File: config.mk
export PLATFORM = sky130hd
export DESIGN_NAME = tbuf_bus_arbiter
export DESIGN_NICKNAME = d
export VERILOG_FILES = /design/src/rtl/tbuf_bus_pkg.sv /design/src/rtl/rr_pick.sv /design/src/rtl/tbuf_bus_arbiter.sv
export SDC_FILE = /design/constraint.sdc
export NUM_CORES = 1
export LEC_CHECK = 0
export BUFFER_PORTS_ARGS = -buffer_cell sky130_fd_sc_hd__clkbuf_2
export CAP_MARGIN = 10
export CORE_ASPECT_RATIO = 1.4
export CORE_MARGIN = 2
export CORE_UTILIZATION = 50
export DETAILED_ROUTE_END_ITERATION = 12
export PLACE_DENSITY = 0.71
export SYNTH_ARGS = -nofsm -noshare
export SYNTH_HDL_FRONTEND = slang
export SYNTH_SLANG_ARGS = --single-unit
File: constraint.sdc
create_clock -name CLK -period 7.9 [get_ports CLK]
set_clock_uncertainty 0.2 [all_clocks]
set_input_delay 0.395 -clock CLK [delete_from_list [all_inputs] [get_ports CLK]]
set_output_delay 0.395 -clock CLK [all_outputs]
set_load 0.05 [all_outputs]
File: src/rtl/tbuf_bus_pkg.sv
// rtl/tbuf_bus_pkg.sv - shared types and constants for the tristate bus arbiter
//
// Purpose: FSM state encoding, target NONE encoding, index-width helper and
//          default timing constants used by tbuf_bus_arbiter and rr_pick.
// Ports:   none (package).

package tbuf_bus_pkg;

  typedef enum logic [1:0] {
    ST_IDLE = 2'd0,
    ST_TURN = 2'd1,
    ST_OWN  = 2'd2
  } state_e;

  // A latched target carries a "some" flag; this value of the flag means NONE.
  localparam logic TGT_NONE = 1'b0;

  localparam int DEF_NREQ       = 4;
  localparam int DEF_TURN_CYC   = 1;
  localparam int DEF_MAX_TENURE = 16;

  // Width of an index able to hold 0..n-1, never narrower than one bit.
  function automatic int idx_width(input int n);
    return (n > 1) ? $clog2(n) : 1;
  endfunction

endpackage

File: src/rtl/rr_pick.sv
// rtl/rr_pick.sv - combinational round-robin picker
//
// Purpose: picks the first requester at or after (rr+1) mod NREQ, wrapping,
//          ignoring any bit set in mask.
// Ports:
//   req   in  NREQ  request vector
//   mask  in  NREQ  requesters excluded from this pick
//   rr    in  IW    round-robin pointer (last owner)
//   idx   out IW    winning index (0 when valid=0)
//   valid out 1     some unmasked requester was found

module rr_pick
  import tbuf_bus_pkg::*;
#(
  parameter int NREQ = DEF_NREQ,
  parameter int IW   = idx_width(NREQ)
) (
  input  logic [NREQ-1:0] req,
  input  logic [NREQ-1:0] mask,
  input  logic [IW-1:0]   rr,
  output logic [IW-1:0]   idx,
  output logic            valid
);

  logic [NREQ-1:0] cand;
  int              pos;

  always_comb begin
    valid = 1'b0;
    idx   = '0;
    pos   = 0;
    cand  = req & ~mask;
    // i runs 1..NREQ so the pointer's own slot is checked last.
    for (int i = 1; i <= NREQ; i++) begin
      pos = (int'(rr) + i) % NREQ;
      if (!valid && cand[pos[IW-1:0]]) begin
        valid = 1'b1;
        idx   = IW'(pos);
      end
    end
  end

endmodule

File: src/rtl/tbuf_bus_arbiter.sv
// rtl/tbuf_bus_arbiter.sv - EN-line controller for a shared tristate bus
//
// Purpose: round-robin arbitration among NREQ tristate drivers with a tenure
//          limit and guaranteed all-off turnaround between owners; drives a
//          keeper driver while the bus is idle. All outputs are registered.
// Ports:
//   CLK     in  1     rising-edge clock
//   R       in  1     asynchronous active-low reset
//   req     in  NREQ  level requests
//   en      out NREQ  tristate enables (one-hot or zero)
//   gnt     out NREQ  grant, identical to en
//   dflt_en out 1     keeper driver enable, exclusive with en
//   owner   out IW    current owner index, valid while busy
//   busy    out 1     a requester owns the bus

module tbuf_bus_arbiter
  import tbuf_bus_pkg::*;
#(
  parameter int NREQ       = DEF_NREQ,
  parameter int TURN_CYC   = DEF_TURN_CYC,
  parameter int MAX_TENURE = DEF_MAX_TENURE
) (
  input  logic                       CLK,
  input  logic                       R,
  input  logic [NREQ-1:0]            req,
  output logic [NREQ-1:0]            en,
  output logic [NREQ-1:0]            gnt,
  output logic                       dflt_en,
  output logic [idx_width(NREQ)-1:0] owner,
  output logic                       busy
);

  localparam int IW  = idx_width(NREQ);
  localparam int TW  = idx_width(TURN_CYC);
  localparam int TNW = idx_width(MAX_TENURE + 1);

  state_e          state_q, state_d;
  logic [TW-1:0]   turn_q, turn_d;
  logic            gap_q, gap_d;
  logic [TNW-1:0]  ten_q, ten_d;
  logic [IW-1:0]   rr_q, rr_d;
  logic            tgt_some_q, tgt_some_d;
  logic [IW-1:0]   tgt_idx_q, tgt_idx_d;
  logic [NREQ-1:0] en_q, en_d;
  logic            dflt_q, dflt_d;
  logic            busy_q, busy_d;

  logic [NREQ-1:0] own_oh;
  logic [NREQ-1:0] pick_mask;
  logic [IW-1:0]   pick_idx;
  logic            pick_valid;
  logic            own_leave;

  // rr_q always equals the current/last owner, so it doubles as owner.
  assign own_oh    = NREQ'(1) << rr_q;
  assign pick_mask = (state_q == ST_OWN) ? own_oh : '0;

  rr_pick #(
    .NREQ (NREQ),
    .IW   (IW)
  ) u_pick (
    .req   (req),
    .mask  (pick_mask),
    .rr    (rr_q),
    .idx   (pick_idx),
    .valid (pick_valid)
  );

  assign own_leave = !req[rr_q] ||
                     ((MAX_TENURE != 0) && (ten_q == TNW'(MAX_TENURE)) &&
                      |(req & ~own_oh));

  always_comb begin
    state_d    = state_q;
    turn_d     = turn_q;
    gap_d      = gap_q;
    ten_d      = ten_q;
    rr_d       = rr_q;
    tgt_some_d = tgt_some_q;
    tgt_idx_d  = tgt_idx_q;
    en_d       = '0;
    dflt_d     = 1'b0;
    busy_d     = 1'b0;

    unique case (state_q)
      ST_IDLE: begin
        dflt_d = 1'b1;
        if (|req) begin
          state_d    = ST_TURN;
          turn_d     = '0;
          // The keeper gets one extra off cycle before a requester drives,
          // giving it a full settle cycle after its own release.
          gap_d      = 1'b1;
          tgt_some_d = pick_valid;
          tgt_idx_d  = pick_idx;
          dflt_d     = 1'b0;
        end
      end

      ST_TURN: begin
        if (gap_q) begin
          gap_d = 1'b0;
        end else if (turn_q == TW'(TURN_CYC - 1)) begin
          turn_d = '0;
          if ((tgt_some_q != TGT_NONE) && req[tgt_idx_q]) begin
            state_d = ST_OWN;
            rr_d    = tgt_idx_q;
            ten_d   = (MAX_TENURE != 0) ? TNW'(1) : '0;
            en_d    = NREQ'(1) << tgt_idx_q;
            busy_d  = 1'b1;
          end else begin
            state_d = ST_IDLE;
            dflt_d  = 1'b1;
          end
        end else begin
          turn_d = turn_q + TW'(1);
        end
      end

      ST_OWN: begin
        if (own_leave) begin
          state_d    = ST_TURN;
          turn_d     = '0;
          gap_d      = 1'b0;
          tgt_some_d = pick_valid;
          tgt_idx_d  = pick_idx;
        end else begin
          en_d   = own_oh;
          busy_d = 1'b1;
          if ((MAX_TENURE != 0) && (ten_q != TNW'(MAX_TENURE))) begin
            ten_d = ten_q + TNW'(1);
          end
        end
      end

      default: begin
        state_d = ST_TURN;
        turn_d  = '0;
        gap_d   = 1'b0;
      end
    endcase
  end

  always_ff @(posedge CLK or negedge R) begin
    if (!R) begin
      state_q    <= ST_TURN;
      turn_q     <= '0;
      gap_q      <= 1'b0;
      ten_q      <= '0;
      rr_q       <= '0;
      tgt_some_q <= TGT_NONE;
      tgt_idx_q  <= '0;
      en_q       <= '0;
      dflt_q     <= 1'b0;
      busy_q     <= 1'b0;
    end else begin
      state_q    <= state_d;
      turn_q     <= turn_d;
      gap_q      <= gap_d;
      ten_q      <= ten_d;
      rr_q       <= rr_d;
      tgt_some_q <= tgt_some_d;
      tgt_idx_q  <= tgt_idx_d;
      en_q       <= en_d;
      dflt_q     <= dflt_d;
      busy_q     <= busy_d;
    end
  end

  assign en      = en_q;
  assign gnt     = en_q;
  assign dflt_en = dflt_q;
  assign busy    = busy_q;
  assign owner   = rr_q;

endmodule

==> out/metrics.yaml, run 1 <==
power_and_ir_drop:
  pwr_density_cell_mw_per_mm2: 382.1
  leakagePower_nw: 0.6615
  ir_drop_mv: 0.2122
grt:
  antenna_found_initial: 0
  grt.overflow.total: 0
  grt_pass1_wl_mm: 4.878
  grt_usage_pct: 19.93
  grt_pass1_vias: 1127
  grt_max_degree: 20
synthesis:
  synthFlopType: "dfrtp_1"
  synth_top_area_share_pct: 32.40
  synth_cells: 150
  yosys.area_share.simple_pct: 19.80
  synth_common_cells: "18 x dfrtp_1, 17 x nand2_1, 9 x ha_1, 9 x inv_1"
  syn-num-nets: 165
  synth_area_sq_mm: 0.001390
  synthMuxAreaShare_pct: 12.96
  async_flop_share_pct: 100.0
  synth_top_area_cell: "dfrtp_1"
  synth-adder-area-share_pct: 8.101
  ys_seq_area_share_pct: 34.29
  synth.avg_cell_area_sq_um: 9.267
  synth_area_leaders: "dfrtp_1 32%, ha_1 8.1%, mux2_2 5.7%"
  synth_edf_count: 0
  synth_top_family_by_area: "simple AND/OR/NAND/NOR gates"
  synth.most_common_cell: "dfrtp_1"
  ys_warn_count: 0
  ys_ff_latch: 19
  ys_types: 45
  synth-compound-area-share_pct: 17.19
  synth_xor_area_share_pct: 0
worst_setup_path:
  cp-endpoint: "tgt_idx_q[1]"
  max_stage_delay_ns: 0.73
  critPathMaxFanout: 19
  path_cells: "inv_1 > ha_1 > mux2_4 > a221o_1 > or4_1 > o21ai_1 > mux2_1"
  ff2ff_path_depth: 7
  crit_slowest_cell: "dfrtp_1"
  cp.arrival_ns: 2.84
  r2r_start: "owner[0]"
  cp.depth: 7
  startpoint_type: "flop"
  rrSetupSlack_ns: 5.11
  crit_required_ns: 7.95
  endpoint_kind: "flop"
  r2r_end: "tgt_idx_q[1]"
  crit_path_start: "owner[0]"
  cp_top_family: "flip-flops"
  worstSetupPathType: "reg -> reg"
  path_buf_inv: 1
finish:
  area_delta_synth_final_pct: 6.840
  nets: 176
  drive_above_1_share_pct: 21.25
  antenna_cells: 0
  stdcell_area_sq_mm: 0.001485
place:
  dpl_cell_area_sq_mm: 0.001448
  post-place-ws_ns: 5.161
  port_buffers: 17
  post-dp-hpwl_mm: 2.115
  gp_congestion: 0.8618
sta:
  rsz0062_at_grt: "false"
  clock.fmax_ghz: 0.3585
  worstMarginPinSlew_ns: 0.5885
  maxSlewViolCount: 0
  hold_viol_final: 0
  finalCriticalPeriod_ns: 2.790
  fin_crit_sh_pct: 35.31
  report.final.setup_viol: 0
  slew-limit-headroom_pct: 60.77
  finalSetupTns_ns: 0
  layout_setup_ws_ns: 5.110
worst_hold_path:
  hold_path.startpoint: "req[3]"
  hold_path_class: "in -> reg"
  whs_path_depth: 3
die:
  io_pins: 18
  die_area_sq_mm: 0.003224
  die-height_microns: 66.39
  rows: 22
  core_area_sq_mm: 0.002643
  die_w_microns: 48.56
  initial_core_util_pct: 52.60
detailed_routing:
  drt-pass1-iter-count: 4
  route.detailed.drc: 0
  vias_per_cell: 6.066
  wire_per_inst_microns: 14.58
  vias: 1189
  detail-route-antenna-nets: 0
  dr.first_iter.drc_count: 27
  drt_wl_total_mm: 2.858
clock_network:
  clk_path_buf_depth: 2
  cts_root_buf: "clkbuf_4"
  cts.sinks: 19
  numCtsBuffers: 3
  htreeDepth: 1
  tritoncts: "done"
  clk_latency_ns: 0.31
  clk_pin_slew_ns: 0.11
outcome:
  run_status: "complete, no violations"
run:
  maxCapViolCount: 0
==> per-stage QoR <==
step                hold WS, ns  std cells  util (%)  power [mW]
CTS                      0.2508        196     56.20      0.5665
global placement         0.1606        191     54.78      0.5080
global route             0.2995        196     56.20      0.6107
finish                   0.2634        196     56.20      0.5675
detailed placement       0.1715        191     54.78      0.5149
floorplan               -0.1006        150         -      0.4570
==> cell type report <==
class                           instances  area, sq um
Clock buffer                            3        22.52
Clock inverter                          1        5.005
Fill cell                             253         1157
Inverter                                9        33.78
Multi-Input combinational cell        110        807.0
Sequential cell                        19        476.7
Tap cell                               36        45.04
Timing Repair Buffer                   18        95.09
==> what timing repair did <==
action | 4_1_cts | 5_1_grt
hold buffers | 1 | 0
hold endpoints to repair | 18 | 0
resized for setup | 0 | 0
setup buffers | 0 | 0
==> sequential cells by signal (all words and copies together) (netlist names) <==
| signal | flops |
|---|---|
| busy | 1 |
| dflt_en | 1 |
| en | 4 |
| gap_q | 1 |
| owner | 2 |
| state_q | 2 |
| ten_q | 5 |
| tgt_idx_q | 2 |
| tgt_some_q | 1 |
==> logic make-up after synthesis <==
logic type	after synthesis
simple gates	52
compound gates	35
buf+inv	21
flops	19
mux	14
fa+ha+maj	9
==> report_power, final <==
group | leakage [nW] | switching [mW] | internal, mW
clock network | 0.0177 | 0.0318 | 0.0189
registers | 0.241 | 0.0491 | 0.132
logic | 0.403 | 0.200 | 0.136
==> how the worst min path moves through the flow <==
stage	end
6_report	en[3]
2_1_floorplan	busy
3_5_place_dp	ten_q[2]
4_1_cts	en[3]
3_3_place_gp	ten_q[2]
5_1_grt	en[3]
==> placed cells by master, fill, tap and decap left out, drive strengths merged, types with 2 or more instances in the layout <==
cell type,synthesis,final
and3,3,3
mux2i,3,3
nand3b,3,3
a21boi,6,6
nor2,8,8
mux2,9,9
nand2,17,17
nor3,2,2
nor2b,5,5
dfrtp,18,18
nand3,3,3
inv,9,9
o22ai,2,2
o21ai,7,7
mux4,2,2
nand4,3,3
ha,9,9
clkbuf,3,20
a21oi,5,5
a211oi,5,5
o21a,2,2
a22oi,2,2
==> worst register-to-register path: stages (launching register included) <==
cell	delay (ns)
dfrtp_1	0.73
inv_1	0.17
ha_1	0.28
mux2_4	0.28
a221o_1	0.34
or4_1	0.51
o21ai_1	0.09
mux2_1	0.13
==> layer usage <==
| layer | vias up | part of all wire (%) | track usage [%] |
|---|---|---|---|
| li1 | 559 | - | - |
| met1 | 576 | 42 | 21.44 |
| met2 | 49 | 50 | 37.50 |
| met3 | 5 | 5.5 | 2.036 |
| met4 | 0 | 2.4 | 12.14 |
| met5 | - | 0 | 0 |
Power figures use the tool's default switching activity.
==> inputs of run 2 (changes only) <==
==> constraint.sdc (replaced) <==
create_clock -name CLK -period 2.8 [get_ports CLK]
set_clock_uncertainty 0.2 [all_clocks]
set_input_delay 0.14 -clock CLK [delete_from_list [all_inputs] [get_ports CLK]]
set_output_delay 0.14 -clock CLK [all_outputs]
set_load 0.05 [all_outputs]
==> run 2 against run 1 <==
Net effect:
- non-clock buffer count rose by 3
- register-to-register slack got worse by 4.7 ns
- worst setup slack got worse by 4.7 ns
- die area did not move
- design area rose by 1.6%
- maximum frequency rose by 15%
- hold slack got worse by 0.23 ns
- cell count rose by 1.5%
- sequential power rose to 2.7 times the previous value
- via count fell by 2.4%
- highest routed layer unchanged
==> out/metrics.yaml, run 2 (synthesis results as in run 1) <==
clock_network:
  cts.sinks: 19
  numCtsBuffers: 3
  clk_path_buf_depth: 2
  post_cts.repair.setup_buffers: 0
  htreeDepth: 1
  post_cts_resize_count: 0
  hold_buffers: 1
  clk_latency_ns: 0.31
  clk_pin_slew_ns: 0.11
  cts_root_buf: "clkbuf_4"
  tritoncts: "done"
finish:
  nets: 179
  stdcell_count: 199
  top_register: "ten_q"
  drive_above_1_share_pct: 23.31
  layout_common_cells: "17 x nand2_1, 17 x dfrtp_1, 17 x clkbuf_2"
  largest_reg_flops: 5
  fill_cells: 268
  area_delta_synth_final_pct: 8.551
  seq_area_sq_um: 478.0
  multi_input_area_sq_um: 807.0
  antenna_cells: 0
sta:
  hold_viol_final: 0
  clock.fmax_ghz: 0.4112
  finalCriticalPeriod_ns: 2.432
  worstMarginPinSlew_ns: 0.4564
  fin_crit_sh_pct: 86.84
  slew-limit-headroom_pct: 69.57
  whs_ns: 0.03644
  rsz0062_at_grt: "false"
  report.final.setup_viol: 0
  finalSetupTns_ns: 0
  maxSlewViolCount: 0
power_and_ir_drop:
  p_total_mw: 1.643
  p_seq_share_pct: 29.9
  power_switching_uw: 812.6
  p_int_uw: 830.1
  ir_drop_mv: 0.5647
  pwr_density_cell_mw_per_mm2: 1089
  swShare_pct: 49.46
  comb_power_share_pct: 61.2
  p_clk_share_pct: 8.9
  leakagePower_nw: 0.6756
detailed_routing:
  vias_per_cell: 5.834
  drt-pass1-iter-count: 4
  drt_wl_total_mm: 3.031
  detail-route-antenna-nets: 0
  dr.first_iter.drc_count: 28
  route.detailed.drc: 0
  wire_per_inst_microns: 15.23
  vias: 1161
grt:
  grt_pass1_vias: 1138
  grt_usage_pct: 20.62
  grt_max_degree: 20
  grt_pass1_wl_mm: 5.216
  antenna_found_initial: 0
  grt.overflow.total: 0
worst_setup_path:
  worstSetupPathType: "reg -> reg"
  cp.arrival_ns: 2.49
  startpoint_type: "flop"
  crit_slowest_cell: "dfrtp_1"
  max_stage_delay_ns: 0.52
  path_cells: "ha_1 > mux2_4 > a221o_1 > or4_1 > o21ai_1 > mux2_1"
  crit_required_ns: 2.86
  cp_top_family: "flip-flops"
  endpoint_kind: "flop"
  critPathMaxFanout: 10
  path_buf_inv: 0
place:
  gp_congestion: 0.8741
  placedCellCount: 194
  post-dp-hpwl_mm: 2.293
  port_buffers: 17
die:
  core_area_sq_mm: 0.002643
  io_pins: 18
  die_w_microns: 48.56
  die_area_sq_mm: 0.003224
  die-height_microns: 66.39
  rows: 22
  initial_core_util_pct: 52.60
run:
  maxCapViolCount: 0
outcome:
  run_status: "complete, no violations"
worst_hold_path:
  hold_path_class: "in -> reg"
run 2: path summary, 6_finish.rpt:
check                      startpoint           end  slack [ns]  cells after the start
min reg2reg                state_q[0]    state_q[0]        0.35                      2
max in group asynchronous           R    state_q[0]        1.97                      2
min in group asynchronous           R      owner[1]        0.09                      2
min                            req[3]         en[3]        0.04                      3
max                          owner[1]  tgt_idx_q[1]        0.37                      6
max reg2reg                  owner[1]  tgt_idx_q[1]        0.37                      6
run 2: per-layer routing:
metal	GRT usage, %	vias to the layer above	wire length, microns
met5	0	-	0
met4	9.286	0	49
met3	1.810	7	100
met2	37.33	31	1550
met1	24.89	554	1330
li1	-	569	-
run 2: power groups by stage:
stage | Sequential (mW) | Clock (mW) | Combinational [mW]
after floorplan | 0.579 | 0 | 0.714
after global placement | 0.491 | 0 | 0.978
after detailed placement | 0.495 | 0 | 1.00
after CTS | 0.491 | 0.144 | 1.00
after global routing | 0.509 | 0.160 | 1.10
final | 0.492 | 0.147 | 1.00
run 2: final cells by class:
type / count / area share [%]
well taps: 36 / 2.985
clock buffers: 3 / 1.493
inverters: 9 / 2.239
repair buffers: 21 / 7.794
multi-input cells: 110 / 53.48
clock inverters: 1 / 0.3317
flip-flops and latches: 19 / 31.67
run 2: worst register-to-register path, stage by stage, from the launching register on:
cell and delay, ns:
dfrtp_1 0.52, ha_1 0.29, mux2_4 0.28, a221o_1 0.35
or4_1 0.51, o21ai_1 0.10, mux2_1 0.14
run 2: stage by stage:
stage                     cell area [sq um]  setup WS [ns]  util (%)
final                                  1509         0.3684     57.10
after global routing                   1509         0.2348     57.10
after CTS                              1509         0.3867     57.10
after detailed placement               1471         0.4189     55.68
after global placement                 1471         0.4474     55.68
after floorplan                        1393        0.09515         -
==> inputs of run 3 (changes only) <==
--- a/config.mk
+++ b/config.mk
@@ -5,13 +5,15 @@
 export SDC_FILE = /design/constraint.sdc
 export NUM_CORES = 1
 export LEC_CHECK = 0
+export ABC_AREA = 1
 export BUFFER_PORTS_ARGS = -buffer_cell sky130_fd_sc_hd__clkbuf_2
 export CAP_MARGIN = 10
 export CORE_ASPECT_RATIO = 1.4
 export CORE_MARGIN = 2
 export CORE_UTILIZATION = 50
 export DETAILED_ROUTE_END_ITERATION = 12
-export PLACE_DENSITY = 0.71
+export PLACE_DENSITY = 0.7
+export REMOVE_ABC_BUFFERS = 1
 export SYNTH_ARGS = -nofsm -noshare
 export SYNTH_HDL_FRONTEND = slang
 export SYNTH_SLANG_ARGS = --single-unit
==> run 3 against run 2 <==
Net effect:
- critical path depth increased by 4
- design area increased by 2.3%
- critical path type unchanged
- sequential share of layout area is 0.80 points lower
==> out/metrics.yaml, run 3 <==
finish:
  multi_input_area_sq_um: 794.5
  antenna_cells: 0
  drive_above_1_share_pct: 17.73
  nets: 236
  final_util_pct: 57.83
  top_register: "ten_q"
  layout_common_cells: "79 x nand2_1, 21 x inv_1, 20 x nand3_1"
  seq_area_sq_um: 476.7
  largest_reg_flops: 5
  fill_cells: 265
  final_common_cell: "nand2_1"
  stdcell_count: 256
  area_delta_synth_final_pct: 8.341
worst_setup_path:
  critPathMaxFanout: 10
  worstSetupPathType: "reg -> reg"
  startpoint_type: "flop"
  r2r_start: "owner[0]"
  crit_required_ns: 2.80
  cp.arrival_ns: 2.18
  r2r_end: "state_q[1]"
  rrSetupSlack_ns: 0.62
  ff2ff_path_depth: 10
  endpoint_kind: "flop"
power_and_ir_drop:
  pwr_density_cell_mw_per_mm2: 1137
  comb_power_share_pct: 64.8
  swShare_pct: 56.28
  p_clk_share_pct: 7.7
  power_switching_uw: 988.3
  p_int_uw: 767.6
  leakagePower_nw: 0.8473
  p_seq_share_pct: 27.5
  ir_drop_mv: 0.7315
  p_total_mw: 1.756
detailed_routing:
  vias_per_cell: 5.027
  dr.first_iter.drc_count: 55
  vias: 1287
  drt-pass1-iter-count: 4
  route.detailed.drc: 0
  detail-route-antenna-nets: 0
  wire_per_inst_microns: 12.19
  drt_wl_total_mm: 3.120
sta:
  report.final.setup_viol: 0
  rsz0062_at_grt: "false"
  worstMarginPinSlew_ns: 0.4922
  slew-limit-headroom_pct: 67.18
  maxSlewViolCount: 0
  fin_crit_sh_pct: 77.97
  clock.fmax_ghz: 0.4581
  finalCriticalPeriod_ns: 2.183
  layout_setup_ws_ns: 0.6169
  hold_viol_final: 0
  finalSetupTns_ns: 0
die:
  initial_core_util_pct: 53.37
  die-height_microns: 67.17
  core_area_sq_mm: 0.002670
  io_pins: 18
  die_area_sq_mm: 0.003299
  rows: 22
  die_w_microns: 49.12
grt:
  grt.overflow.total: 0
  grt_pass1_vias: 1294
  grt_max_degree: 20
  grt_usage_pct: 21.89
  grt_pass1_wl_mm: 5.513
  antenna_found_initial: 0
clock_network:
  numCtsBuffers: 3
  tritoncts: "done"
  htreeDepth: 1
  clk_latency_ns: 0.29
  clk_pin_slew_ns: 0.11
  clk_path_buf_depth: 2
  cts_root_buf: "clkbuf_4"
  cts.sinks: 19
  post_cts_resize_count: 0
synthesis:
  ys_warn_count: 0
  synth.avg_cell_area_sq_um: 6.986
  synth.most_common_cell: "nand2_1"
  synthMuxAreaShare_pct: 0
  synth_xor_area_share_pct: 1.229
  synth-adder-area-share_pct: 7.902
  synth_cells: 204
  synth_edf_count: 0
  synth_top_family_by_area: "simple AND/OR/NAND/NOR gates"
  synth_area_leaders: "dfrtp_1 32%, nand2_1 21%, ha_1 7.9%"
  ys_seq_area_share_pct: 33.45
  synth_common_cells: "79 x nand2_1, 21 x inv_1, 20 x nand3_1"
  synth_top_area_cell: "dfrtp_1"
  ys_types: 29
  ys_ff_latch: 19
  synth_top_area_share_pct: 31.61
  synthFlopType: "dfrtp_1"
  synth-compound-area-share_pct: 9.131
  async_flop_share_pct: 100.0
  yosys.area_share.simple_pct: 37.49
  synth_area_sq_mm: 0.001425
worst_hold_path:
  whs_path_depth: 4
  hold_path_class: "in -> reg"
  hold_path.startpoint: "req[0]"
  hold-path-endpoint: "dflt_en"
place:
  placedCellCount: 251
  post-dp-hpwl_mm: 2.527
  gp_congestion: 0.8925
  port_buffers: 17
  post-place-ws_ns: 0.6441
run:
  maxCapViolCount: 0
outcome:
  run_status: "complete, no violations"
-- run 3: cell count changes in the layout (fill, tap and decap cells not counted), sizes merged, moves of 4 or more --
| cell | delta |
|---|---|
| inv | +18 |
| a211oi | -5 |
| nand3 | +18 |
| nand2 | +65 |
| a21oi | +4 |
| nor2b | -5 |
| mux2 | -9 |
| o21ai | +4 |
| a21boi | -6 |
-- run 3: final cells by class --
class                           instances  share of cell area, %
Sequential cell                        19                  30.88
Tap cell                               36                  2.917
Clock inverter                          1                 0.3241
Inverter                               28                  6.807
Clock buffer                            3                  1.459
Timing Repair Buffer                   18                  6.159
Multi-Input combinational cell        151                  51.46
-- run 3: worst max-delay path, cell delays in order (launching register included) --
cell and delay [ns]:
dfrtp_1 0.57, inv_2 0.16, ha_1 0.28, o21ai_0 0.28
o21ai_2 0.10, nand3_4 0.14, nand2_1 0.08, inv_2 0.09
nand2_1 0.08, nand2_1 0.06, nand2_1 0.04
-- run 3: per-stage QoR --
stage | hold WS [ns] | instance area (sq um)
3_5_place_dp | -0.08369 | 1506
6_report | 0.01281 | 1544
4_1_cts | 0.008244 | 1544
5_1_grt | 0.03803 | 1544
2_1_floorplan | -0.3556 | 1376
3_3_place_gp | -0.08485 | 1506
-- run 3: how the worst max path moves through the flow --
stage	start	to	slack, ns	cells past startpoint
after global routing	owner[0]	state_q[1]	0.45	10
after floorplan	owner[0]	state_q[1]	0.62	10
final	owner[0]	state_q[1]	0.62	10
after detailed placement	owner[0]	state_q[1]	0.64	10
after global placement	owner[0]	state_q[1]	0.66	10
after CTS	owner[0]	state_q[1]	0.62	10
-- run 3: cell families (layout without fill, tap and decap cells) --
logic type               Yosys count  count (layout)
AND/OR/NAND/NOR                  120             120
XOR/XNOR                           2               2
adder cells (fa/ha/maj)            9               9
AO/OA/AOI/OAI                     20              20
flip-flops                        19              19
buffers and inverters             34              50
-- run 3: power by group through the flow --
stage               combinational (mW)  sequential, mW  clock, mW
finish                            1.14           0.483      0.136
global route                      1.30           0.496      0.159
CTS                               1.14           0.481      0.140
detailed placement                1.14           0.486          0
global placement                  1.11           0.484          0
floorplan                        0.779           0.584          0
-- run 3: timing repair --
| action | CTS | global route |
|---|---|---|
| hold endpoints to repair | 19 | 0 |
| hold buffers | 1 | 0 |
| setup buffers | 0 | 0 |
-- run 3: metal layers --
metal	track usage, %	up-vias	routed length (microns)
met5	0	-	0
met4	12.86	0	121
met3	3.097	11	59
met2	41.55	21	1689
met1	22.88	589	1250
li1	-	666	-
